===== src/rtl/ws2812_frame_sched.sv =====
// ws2812_frame_sched
// Runs one LED frame per frame-period tick. For each rising edge of the
// downstream pixel_req it fetches one pixel from the source that was latched
// at frame start, scales it by the latched brightness and presents it as a
// one-cycle pulse. Frame boundaries, source timeouts and overruns are flagged.
// SRC_TIMEOUT is expected to be at least 1.

module ws2812_frame_sched #(
    parameter int NUM_PIXEL    = 444,
    parameter int FRAME_PERIOD = 1666666,
    parameter int SRC_TIMEOUT  = 255
) (
    input  logic        clk,
    input  logic        rst,
    input  logic        frame_en,
    input  logic        src_sel,
    input  logic [7:0]  brightness,
    output logic        s0_req,
    input  logic [23:0] s0_data,
    input  logic        s0_vld,
    output logic        s1_req,
    input  logic [23:0] s1_data,
    input  logic        s1_vld,
    input  logic        pixel_req,
    output logic [23:0] pixel_data,
    output logic        pixel_data_vld,
    output logic        frame_start,
    output logic        frame_done,
    output logic        busy,
    output logic        timeout_err,
    output logic        frame_overrun
);

    typedef enum logic [2:0] {
        ST_IDLE,
        ST_LATCH,
        ST_WAIT_REQ,
        ST_FETCH,
        ST_OUT,
        ST_DONE
    } state_t;

    localparam logic [23:0] TMR_LAST  = 24'(FRAME_PERIOD - 1);
    localparam logic [8:0]  PIX_LAST  = 9'(NUM_PIXEL - 1);
    localparam logic [7:0]  WAIT_LAST = 8'(SRC_TIMEOUT);
    // One cycle before the limit: zero data and the error flag are
    // registered here so they become visible exactly when the limit is hit.
    localparam logic [7:0]  WAIT_ARM  = 8'(SRC_TIMEOUT - 1);

    // Per-channel scale: (c * (b + 1)) >> 8 on a 17-bit product.
    function automatic logic [7:0] scale_chan(input logic [7:0] c, input logic [7:0] b);
        logic [16:0] prod;
        prod = {9'd0, c} * ({9'd0, b} + 17'd1);
        return 8'(prod >> 8);
    endfunction

    function automatic logic [23:0] scale_pixel(input logic [23:0] p, input logic [7:0] b);
        return {scale_chan(p[23:16], b), scale_chan(p[15:8], b), scale_chan(p[7:0], b)};
    endfunction

    // ------------------------------------------------------------------
    // Frame timer
    // ------------------------------------------------------------------
    logic [23:0] tmr_q, tmr_d;
    logic        tick;

    // Count 0..FRAME_PERIOD-1 while enabled; terminal count is the tick.
    always_comb begin
        // NOTE: every combinational output gets a default before any branch,
        // so no path leaves a variable unassigned and no latch is inferred.
        tick  = 1'b0;
        tmr_d = '0;
        if (frame_en) begin
            if (tmr_q == TMR_LAST) begin
                tick = 1'b1;
            end else begin
                tmr_d = tmr_q + 24'd1;
            end
        end
    end

    // Timer register.
    always_ff @(posedge clk) begin
        // NOTE: sequential state uses non-blocking assignments so every flop
        // samples pre-edge values regardless of statement order.
        if (rst) begin
            tmr_q <= '0;
        end else begin
            tmr_q <= tmr_d;
        end
    end

    // ------------------------------------------------------------------
    // pixel_req edge detector (runs in every state)
    // ------------------------------------------------------------------
    logic req_q, req_d;
    logic req_edge;

    // Rising edge = request high now, low on the previous cycle.
    always_comb begin
        req_d    = pixel_req;
        req_edge = pixel_req & ~req_q;
    end

    // Edge-detector history register.
    always_ff @(posedge clk) begin
        if (rst) begin
            req_q <= 1'b0;
        end else begin
            req_q <= req_d;
        end
    end

    // ------------------------------------------------------------------
    // Frame sequencer
    // ------------------------------------------------------------------
    state_t      state_q, state_d;
    logic        sel_q, sel_d;
    logic [7:0]  bright_q, bright_d;
    logic [8:0]  pix_q, pix_d;
    logic [7:0]  wait_q, wait_d;
    logic [23:0] pixel_data_q, pixel_data_d;
    logic        timeout_err_q, timeout_err_d;

    logic        sel_vld;
    logic [23:0] sel_data;

    // Route the frame's latched source; the other source is ignored.
    always_comb begin
        sel_vld  = sel_q ? s1_vld  : s0_vld;
        sel_data = sel_q ? s1_data : s0_data;
    end

    // Next-state, datapath updates and per-state output pulses.
    always_comb begin
        state_d        = state_q;
        sel_d          = sel_q;
        bright_d       = bright_q;
        pix_d          = pix_q;
        wait_d         = wait_q;
        pixel_data_d   = pixel_data_q;
        timeout_err_d  = 1'b0;
        s0_req         = 1'b0;
        s1_req         = 1'b0;
        pixel_data_vld = 1'b0;
        frame_start    = 1'b0;
        frame_done     = 1'b0;

        case (state_q)
            ST_IDLE: begin
                if (tick) begin
                    state_d = ST_LATCH;
                end
            end

            ST_LATCH: begin
                sel_d       = src_sel;
                bright_d    = brightness;
                pix_d       = '0;
                frame_start = 1'b1;
                state_d     = ST_WAIT_REQ;
            end

            ST_WAIT_REQ: begin
                wait_d = '0;
                if (req_edge) begin
                    state_d = ST_FETCH;
                end
            end

            ST_FETCH: begin
                // The wait counter is zero only on the first FETCH cycle.
                if (wait_q == '0) begin
                    s0_req = ~sel_q;
                    s1_req = sel_q;
                end
                if (wait_q == WAIT_LAST) begin
                    // Zero pixel and error were registered last cycle.
                    state_d = ST_OUT;
                end else if (sel_vld) begin
                    pixel_data_d = scale_pixel(sel_data, bright_q);
                    state_d      = ST_OUT;
                end else if (wait_q == WAIT_ARM) begin
                    pixel_data_d  = 24'h000000;
                    timeout_err_d = 1'b1;
                    wait_d        = WAIT_LAST;
                end else begin
                    wait_d = wait_q + 8'd1;
                end
            end

            ST_OUT: begin
                pixel_data_vld = 1'b1;
                if (pix_q == PIX_LAST) begin
                    state_d = ST_DONE;
                end else begin
                    pix_d   = pix_q + 9'd1;
                    state_d = ST_WAIT_REQ;
                end
            end

            ST_DONE: begin
                frame_done = 1'b1;
                state_d    = ST_IDLE;
            end

            default: begin
                state_d = ST_IDLE;
            end
        endcase
    end

    // Sequencer and datapath registers; reset abandons any frame in flight.
    always_ff @(posedge clk) begin
        if (rst) begin
            state_q       <= ST_IDLE;
            sel_q         <= 1'b0;
            bright_q      <= '0;
            pix_q         <= '0;
            wait_q        <= '0;
            pixel_data_q  <= '0;
            timeout_err_q <= 1'b0;
        end else begin
            state_q       <= state_d;
            sel_q         <= sel_d;
            bright_q      <= bright_d;
            pix_q         <= pix_d;
            wait_q        <= wait_d;
            pixel_data_q  <= pixel_data_d;
            timeout_err_q <= timeout_err_d;
        end
    end

    // Status outputs: a tick outside IDLE is reported and otherwise dropped.
    always_comb begin
        busy          = (state_q != ST_IDLE);
        frame_overrun = tick && (state_q != ST_IDLE);
        pixel_data    = pixel_data_q;
        timeout_err   = timeout_err_q;
    end

endmodule


===== config.mk =====
export PLATFORM = sky130hd
export DESIGN_NAME = ws2812_frame_sched
export DESIGN_NICKNAME = d
export VERILOG_FILES = /design/src/rtl/ws2812_frame_sched.sv
export SDC_FILE = /design/constraint.sdc
export NUM_CORES = 1
export LEC_CHECK = 0
export CORE_MARGIN = 10
export CORE_UTILIZATION = 40
export DETAILED_ROUTE_END_ITERATION = 16
export PLACE_DENSITY = 0.57
export SLEW_MARGIN = 20
export SYNTH_ARGS = -nofsm -noshare
export SYNTH_HDL_FRONTEND = slang
export SYNTH_SLANG_ARGS = --single-unit

===== constraint.sdc =====
create_clock -name clk -period 6.7 [get_ports clk]
set_input_delay 1.005 -clock clk [delete_from_list [all_inputs] [get_ports clk]]
set_output_delay 1.005 -clock clk [all_outputs]
set_load 0.03 [all_outputs]

==> flow_summary.json, run 1 <==
{
  "status": "completed",
  "worstHoldPathCells": 2,
  "vias_per_cell": 5.07,
  "place_congestion": 0.817,
  "fmax_mhz": 166,
  "post-route-period-util_pct": 89.9,
  "slew_violations": 0,
  "synth.most_common_cell": "nor2_1",
  "fp.dieW_um": 177,
  "grt_overflow_total": 0,
  "post-synth-top-area-cell": "fa_1",
  "r2r_setup_slack_ns": 0.72,
  "min_from": "pixel_data[23]$_SDFFE_PP0P_",
  "async_flop_share_pct": 0,
  "diodes": 0,
  "firstDrtPassIters": 6,
  "syn_nets": 1457,
  "antenna_left": 0,
  "grt_pass1_wl_um": 41800,
  "ff2ff_path_depth": 19,
  "clk_latency_ns": 0.35,
  "reg2reg_from": "bright_q[2]$_SDFFE_PP0P_",
  "layout.nets": 1556,
  "hold_path.class": "register to register",
  "finClkSkew_ns": 0.0141,
  "relSlewSlack_pct": 40.4,
  "cp.arrival_ns": 6.26,
  "cts_resized": 0,
  "synth_area_per_cell_um2": 8.42,
  "synth_cells": 1171,
  "maxCapViolCount": 0,
  "period_needed_ns": 6.02,
  "worstReg2RegEnd": "pixel_data[7]$_SDFFE_PP0P_",
  "critical_path_class": "primary input to register",
  "powerDensity_mw_per_mm2": 92.4,
  "ys_top_cells_by_count": "221 x nor2_1, 142 x inv_1, 120 x fa_1, 103 x ha_1, 79 x dfxtp_1",
  "synthFlopType": "dfxtp_1",
  "postCtsSetupBuffers": 0,
  "drt_iter0_markers": 391,
  "cts_root_buffer": "clkbuf_16",
  "multi_input_area_mm2": 0.00760,
  "cts_sinks": 79,
  "cts_hold_buf": 0,
  "finalHoldWorstSlack_ns": 0.466,
  "dieArea_mm2": 0.0313,
  "end_kind": "register",
  "grt_max_degree": 30,
  "syn2layout_area_growth_pct": 17.6,
  "drt_wl_total_um": 24200,
  "critPathLaunchType": "primary input",
  "cp.required_ns": 6.94,
  "die_h_um": 177,
  "rsz0062_at_grt": "false",
  "peakVddDrop_mv": 0.0981,
  "numPortBuffers": 94,
  "yosys_warnings": 0,
  "wire_per_inst_um": 15.1,
  "cts_tree": "built",
  "core_area_mm2": 0.0243,
  "ys_types": 64,
  "path_clk_slew_ns": 0.06,
  "grtUsageTotal_pct": 16.1,
  "clockBufferDepth": 2,
  "grt_pass1_vias": 8244,
  "setup_violations": 0,
  "cts_htree_levels": 3,
  "antenna_found_initial": 0,
  "hpwlAfterDp_um": 19000,
  "hold_violations": 0,
  "setup-tns-final_ns": 0,
  "rows": 57,
  "worst_slew_pin_slew_ns": 0.869,
  "ys_seq_area_share_pct": 16.0,
  "synthTopCellsByArea": "fa_1 24%, dfxtp_1 16%, ha_1 13%",
  "cts-buffers-inserted": 9,
  "drc": 0,
  "layout-drive-gt1-share_pct": 7.53,
  "synth-seq-cells": 79,
  "num_vias": 8114,
  "min_to": "pixel_data[23]$_SDFFE_PP0P_",
  "power.total_w": 0.00107,
  "p_leak_nw": 5.37,
  "syn-cell-area_mm2": 0.00986,
  "synth_edf_count": 0,
  "pin_count": 95,
  "seq_area_mm2": 0.00158,
  "start_util_pct": 40.5,
  "nFillCells": 2394,
  "synth_top_cell_area_share_pct": 24.4,
  "critPathMaxFanout": 9
}
[flip-flops by register name, indices dropped and copies added (netlist names)]
signal	count
pix_q	9
tmr_q	24
req_q	1
timeout_err	1
bright_q	8
wait_q	8
pixel_data	24
sel_q	1
state_q	3
[metal layers]
layer  track usage (%)  vias to the layer above  share of wire (%)
met5                 0                        -                  0
met4              3.33                        0                1.0
met3              3.97                       16                5.8
met2              24.6                      153                 43
met1              22.6                     3909                 50
li1                  -                     4036                  -
[per-stage QoR]
stage / utilization, % / cell area, um^2 / cells / worst slack (ns)
2_1_floorplan: - / 9860 / 1171 / 1.29
6_report: 47.7 / 11600 / 1599 / 0.678
5_1_grt: 47.7 / 11600 / 1599 / 0.401
3_5_place_dp: 46.5 / 11300 / 1583 / 0.371
4_1_cts: 47.7 / 11600 / 1599 / 0.727
3_3_place_gp: 46.5 / 11300 / 1583 / 0.447
[logic make-up after synthesis]
family / count (synthesis) / share of synthesized area [%]
adder cells (fa/ha/maj): 223 / 37.4
flip-flops: 79 / 16.0
buffers and inverters: 181 / 7.20
multiplexers: 30 / 3.11
AND/OR/NAND/NOR: 470 / 22.6
XOR/XNOR: 50 / 4.44
AO/OA/AOI/OAI: 138 / 9.20
[critical path, cell delays in order]
cell             delay [ns]
clkdlybuf4s50_1        0.40
mux2i_1                0.69
or2_2                  0.24
fa_1                   0.43
fa_1                   0.54
inv_1                  0.05
fa_1                   0.52
inv_1                  0.05
fa_1                   0.53
inv_1                  0.04
ha_1                   0.30
a21o_1                 0.16
a21oi_1                0.44
a21boi_0               0.24
or3_1                  0.35
a32o_1                 0.25
[worst max-delay path by stage]
stage	from	to	depth (start not counted)
finish	s1_data[13]	pixel_data[10]$_SDFFE_PP0P_	16
global route	bright_q[2]$_SDFFE_PP0P_	pixel_data[10]$_SDFFE_PP0P_	18
CTS	s1_data[13]	pixel_data[10]$_SDFFE_PP0P_	16
detailed placement	s1_data[13]	pixel_data[10]$_SDFFE_PP0P_	16
global placement	s1_data[15]	pixel_data[10]$_SDFFE_PP0P_	16
floorplan	sel_q$_SDFFE_PP0P_	pixel_data[7]$_SDFFE_PP0P_	18
[report_power, final]
| group | total, W | switching, W | leakage (nW) | internal, W |
|---|---|---|---|---|
| registers | 0.000471 | 0.000000620 | 0.637 | 0.000470 |
| logic | 0.000116 | 0.0000581 | 4.60 | 0.0000581 |
| clock network | 0.000485 | 0.000218 | 0.142 | 0.000267 |
[placed cells by master, fill, tap and decap left out, types with 31 or more instances in the layout]
master           netlist  routed
nand2_1               64      64
clkdlybuf4s50_1        0      94
dfxtp_1               79      78
fa_1                 120     120
inv_1                142     142
ha_1                 103     103
o21ai_0               31      31
a21oi_1               43      42
buf_4                  2      33
nor2_1               221     221
[area by class of cell]
cell class	count	area share [%]
flip-flops and latches	79	13.6
well taps	324	3.50
inverters	142	4.60
clock inverters	6	0.432
repair buffers	127	10.2
clock buffers	10	2.06
multi-input cells	911	65.5
No activity file was read; power rests on OpenSTA's default activity.
==> run 2: changes to the inputs <==
- clock period: 6.7 -> 7.76 ns (I/O delays scaled with it)
==> flow_summary.json, run 2 (synthesis gave the netlist of run 1 again) <==
{
  "final_cell_mix": "221 x nor2_1, 142 x inv_1, 120 x fa_1",
  "worst_slew_pin_slew_ns": 0.949,
  "post-route-period-util_pct": 80.4,
  "critPathLaunchType": "primary input",
  "p_leak_nw": 5.30,
  "finalHoldWorstSlack_ns": 0.451,
  "powerDensity_mw_per_mm2": 80.2,
  "num_vias": 8110,
  "drt_iter0_markers": 343,
  "die_h_um": 177,
  "cts_htree_levels": 3,
  "r2r_setup_slack_ns": 1.64,
  "maxCapViolCount": 0,
  "final_common_cell": "nor2_1",
  "setup_violations": 0,
  "critPathMaxFanout": 9,
  "stdcell_count": 1583,
  "grt_overflow_total": 0,
  "hold_path.class": "register to register",
  "grtUsageTotal_pct": 16.1,
  "place_congestion": 0.823,
  "peakVddDrop_mv": 0.0906,
  "syn2layout_area_growth_pct": 16.6,
  "grt_pass1_vias": 8274,
  "reg2reg_from": "sel_q$_SDFFE_PP0P_",
  "grt_max_degree": 30,
  "finClkSkew_ns": 0.0106,
  "antenna_found_initial": 0,
  "cts_hold_buf": 0,
  "core_area_mm2": 0.0243,
  "dieArea_mm2": 0.0313,
  "wire_per_inst_um": 15.1,
  "diodes": 0,
  "drc": 0,
  "vias_per_cell": 5.12,
  "setup_ws_ns": 1.52,
  "postCtsSetupBuffers": 0,
  "ff2ff_path_depth": 16,
  "cts_resized": 0,
  "critical_path_class": "primary input to register",
  "numPortBuffers": 94,
  "grt_pass1_wl_um": 41600,
  "layout-drive-gt1-share_pct": 6.35,
  "setup-tns-final_ns": 0,
  "cp.required_ns": 8.00,
  "start_util_pct": 40.5,
  "period_needed_ns": 6.24,
  "firstDrtPassIters": 4,
  "crit_end": "pixel_data[10]$_SDFFE_PP0P_",
  "fp.dieW_um": 177,
  "hpwlAfterDp_um": 18800,
  "layout.nets": 1540,
  "rows": 57,
  "cts_sinks": 79,
  "end_kind": "register",
  "min_from": "pixel_data[19]$_SDFFE_PP0P_",
  "cts_tree": "built",
  "slew_violations": 0,
  "path_clk_slew_ns": 0.07,
  "clk_latency_ns": 0.35,
  "startpoint": "s1_data[13]",
  "drt_wl_total_um": 23900,
  "cts_root_buffer": "clkbuf_16",
  "nFillCells": 2374,
  "pin_count": 95,
  "antenna_left": 0,
  "worstReg2RegEnd": "pixel_data[7]$_SDFFE_PP0P_",
  "rsz0062_at_grt": "false",
  "dp.cells": 1567,
  "status": "completed",
  "cp.arrival_ns": 6.48,
  "fmax_mhz": 160,
  "cts-buffers-inserted": 9,
  "hold_violations": 0,
  "clockBufferDepth": 2,
  "dp_slack_ns": 1.20,
  "relSlewSlack_pct": 34.9
}
==> run 2: cell type report <==
| type | count | area [um^2] | area share, % |
|---|---|---|---|
| clock buffers | 10 | 239 | 2.08 |
| clock inverters | 6 | 51.3 | 0.446 |
| inverters | 142 | 533 | 4.64 |
| multi-input cells | 911 | 7610 | 66.2 |
| flip-flops and latches | 79 | 1580 | 13.8 |
| well taps | 324 | 405 | 3.53 |
| repair buffers | 111 | 1070 | 9.30 |
==> run 2: per-layer routing <==
layer,wire length (um),part of all wire (%),track usage (%)
met5,0,0,0
met2,10600,44,25.5
met4,197,0.82,3.08
met3,1260,5.3,3.18
met1,11900,50,22.2
==> run 2: how the worst min path moves through the flow <==
stage | end | slack [ns] | cells after the start
final | pixel_data[19]$_SDFFE_PP0P_ | 0.45 | 2
after global routing | pixel_data[19]$_SDFFE_PP0P_ | 0.48 | 2
after CTS | pixel_data[19]$_SDFFE_PP0P_ | 0.46 | 2
after detailed placement | pixel_data[19]$_SDFFE_PP0P_ | 0.44 | 2
after global placement | pixel_data[19]$_SDFFE_PP0P_ | 0.44 | 2
after floorplan | tmr_q[0]$_SDFF_PP0_ | 0.43 | 1
==> run 2: critical path, stage by stage <==
cell             delay [ns]
clkdlybuf4s50_1        0.40
mux2i_1                0.74
or2_2                  0.25
fa_1                   0.43
fa_1                   0.55
inv_1                  0.06
fa_1                   0.53
inv_1                  0.05
fa_1                   0.52
inv_1                  0.04
ha_1                   0.31
a21o_1                 0.16
a21oi_1                0.45
a21boi_0               0.23
or3_1                  0.35
a32o_1                 0.24
==> run 2: power by group <==
group	internal, W	switching [W]	leakage, nW
clock network	0.000231	0.000189	0.146
logic	0.0000454	0.0000491	4.52
registers	0.000406	0.000000535	0.637
total	0.000683	0.000239	5.30
==> run 2: per-stage QoR <==
stage	area, um^2	util (%)	total power (W)
after global placement	11200	46.0	0.000509
after CTS	11500	47.2	0.000937
final	11500	47.2	0.000922
after detailed placement	11200	46.0	0.000511
after global routing	11500	47.2	0.000961
after floorplan	9860	-	0.000459
==> run 3: changes to the inputs <==
- clock period: 7.76 -> 6.1 ns (I/O delays scaled with it)
==> flow_summary.json, run 3 (synthesis gave the netlist of run 1 again) <==
{
  "cts-buffers-inserted": 9,
  "finalHoldWorstSlack_ns": 0.460,
  "powerDensity_mw_per_mm2": 103,
  "end_kind": "register",
  "vias_per_cell": 5.03,
  "pin_count": 95,
  "cpLargestDelayFamily": "adder cells",
  "syn2layout_area_growth_pct": 19.5,
  "num_vias": 8124,
  "crit_path_top_delay_cell": "mux2i_1",
  "status": "completed",
  "hpwlAfterDp_um": 19300,
  "antenna_found_initial": 0,
  "crit_cells": 16,
  "drt_wl_total_um": 24700,
  "fp.dieW_um": 177,
  "start_util_pct": 40.5,
  "setup_violations": 0,
  "cts_tree": "built",
  "cp_common_cell": "fa_1",
  "cts_resized": 0,
  "numPortBuffers": 94,
  "rows": 57,
  "cts_root_buffer": "clkbuf_16",
  "postCtsSetupBuffers": 0,
  "firstDrtPassIters": 4,
  "drt_iter0_markers": 299,
  "maxCapViolCount": 0,
  "grtUsageTotal_pct": 16.5,
  "cp.arrival_ns": 5.92,
  "rsz0062_at_grt": "false",
  "hold_path.class": "register to register",
  "post-route-period-util_pct": 93.2,
  "max_stage_delay_ns": 0.58,
  "period_needed_ns": 5.69,
  "peakVddDrop_mv": 0.110,
  "grt_max_degree": 30,
  "antenna_left": 0,
  "final_core_util_pct": 48.4,
  "relSlewSlack_pct": 40.2,
  "place_congestion": 0.819,
  "finalInstanceArea_mm2": 0.0118,
  "cts_htree_levels": 3,
  "setup-tns-final_ns": 0,
  "drc": 0,
  "worstHoldPathCells": 2,
  "dieArea_mm2": 0.0313,
  "critical_path_class": "primary input to register",
  "placed_area_mm2": 0.0115,
  "grt_overflow_total": 0,
  "dp_slack_ns": 0.0754,
  "fmax_mhz": 176,
  "diodes": 0,
  "cts_sinks": 79,
  "wire_per_inst_um": 15.3,
  "grt_pass1_wl_um": 42800,
  "finClkSkew_ns": 0.0144,
  "nFillCells": 2382,
  "cts_hold_buf": 0,
  "slew_violations": 0,
  "critPathMaxFanout": 8,
  "core_area_mm2": 0.0243,
  "p_leak_nw": 5.48,
  "crit_chain": "clkdlybuf4s50_1 > mux2i_1 > or2_2 > fa_1 > fa_1 > inv_1 > fa_1 > inv_1 > fa_1 > inv_1 > ha_1 > and4_1 > o21ai_1 > a21boi_0 > or3_1 > a32o_1",
  "multi_input_area_mm2": 0.00761,
  "final_cell_mix": "221 x nor2_1, 142 x inv_1, 120 x fa_1",
  "crit_buf_inv": 4,
  "critPathLaunchType": "primary input",
  "worst_slew_pin_slew_ns": 0.898,
  "final_common_cell": "nor2_1",
  "setup_ws_ns": 0.415,
  "cp.required_ns": 6.33,
  "seq_area_mm2": 0.00158,
  "hold_violations": 0,
  "path_clk_slew_ns": 0.06,
  "die_h_um": 177,
  "layout-drive-gt1-share_pct": 8.67,
  "clockBufferDepth": 2,
  "layout.nets": 1573,
  "clk_latency_ns": 0.35,
  "ff2ff_path_depth": 16,
  "grt_pass1_vias": 8348
}
## run 3: path summary, 6_finish.rpt
| check | start | to | slack (ns) |
|---|---|---|---|
| max | s1_data[13] | pixel_data[10]$_SDFFE_PP0P_ | 0.41 |
| min | pixel_data[9]$_SDFFE_PP0P_ | pixel_data[9]$_SDFFE_PP0P_ | 0.46 |
| max reg2reg | bright_q[1]$_SDFFE_PP0P_ | pixel_data[15]$_SDFFE_PP0P_ | 0.44 |
| min reg2reg | pixel_data[9]$_SDFFE_PP0P_ | pixel_data[9]$_SDFFE_PP0P_ | 0.46 |
## run 3: metrics by stage
stage	total power, W	instances
5_1_grt	0.00126	1616
2_1_floorplan	0.000583	1171
6_report	0.00121	1616
3_5_place_dp	0.000660	1600
3_3_place_gp	0.000659	1600
4_1_cts	0.00123	1616
## run 3: final cells by class
| cell class | count | area share (%) |
|---|---|---|
| multi-input cells | 911 | 64.6 |
| flip-flops and latches | 79 | 13.4 |
| repair buffers | 144 | 11.4 |
| inverters | 142 | 4.53 |
| well taps | 324 | 3.44 |
| clock buffers | 11 | 2.06 |
| clock inverters | 5 | 0.531 |
## run 3: layer usage
metal / vias to the layer above / global-route usage, % / share of wire, %
met3: 11 / 3.14 / 5.2
met5: - / 0 / 0
met1: 3903 / 23.4 / 50
li1: 4074 / - / -
met4: 0 / 3.54 / 0.75
met2: 136 / 25.5 / 44
## run 3: worst register-to-register path: cells and delay by family, from the launching register on
family	cells	cell delay [ns]
fa+ha+maj	6	2.58
simple gates	4	1.58
compound gates	4	0.92
flops	1	0.39
buf+inv	2	0.09
## run 3: where the power goes
group | switching, W | internal (W) | total [W]
Clock | 0.000232 | 0.000332 | 0.000563
Combinational | 0.0000656 | 0.0000654 | 0.000131
Sequential | 0.000000671 | 0.000517 | 0.000517
Total | 0.000298 | 0.000913 | 0.00121
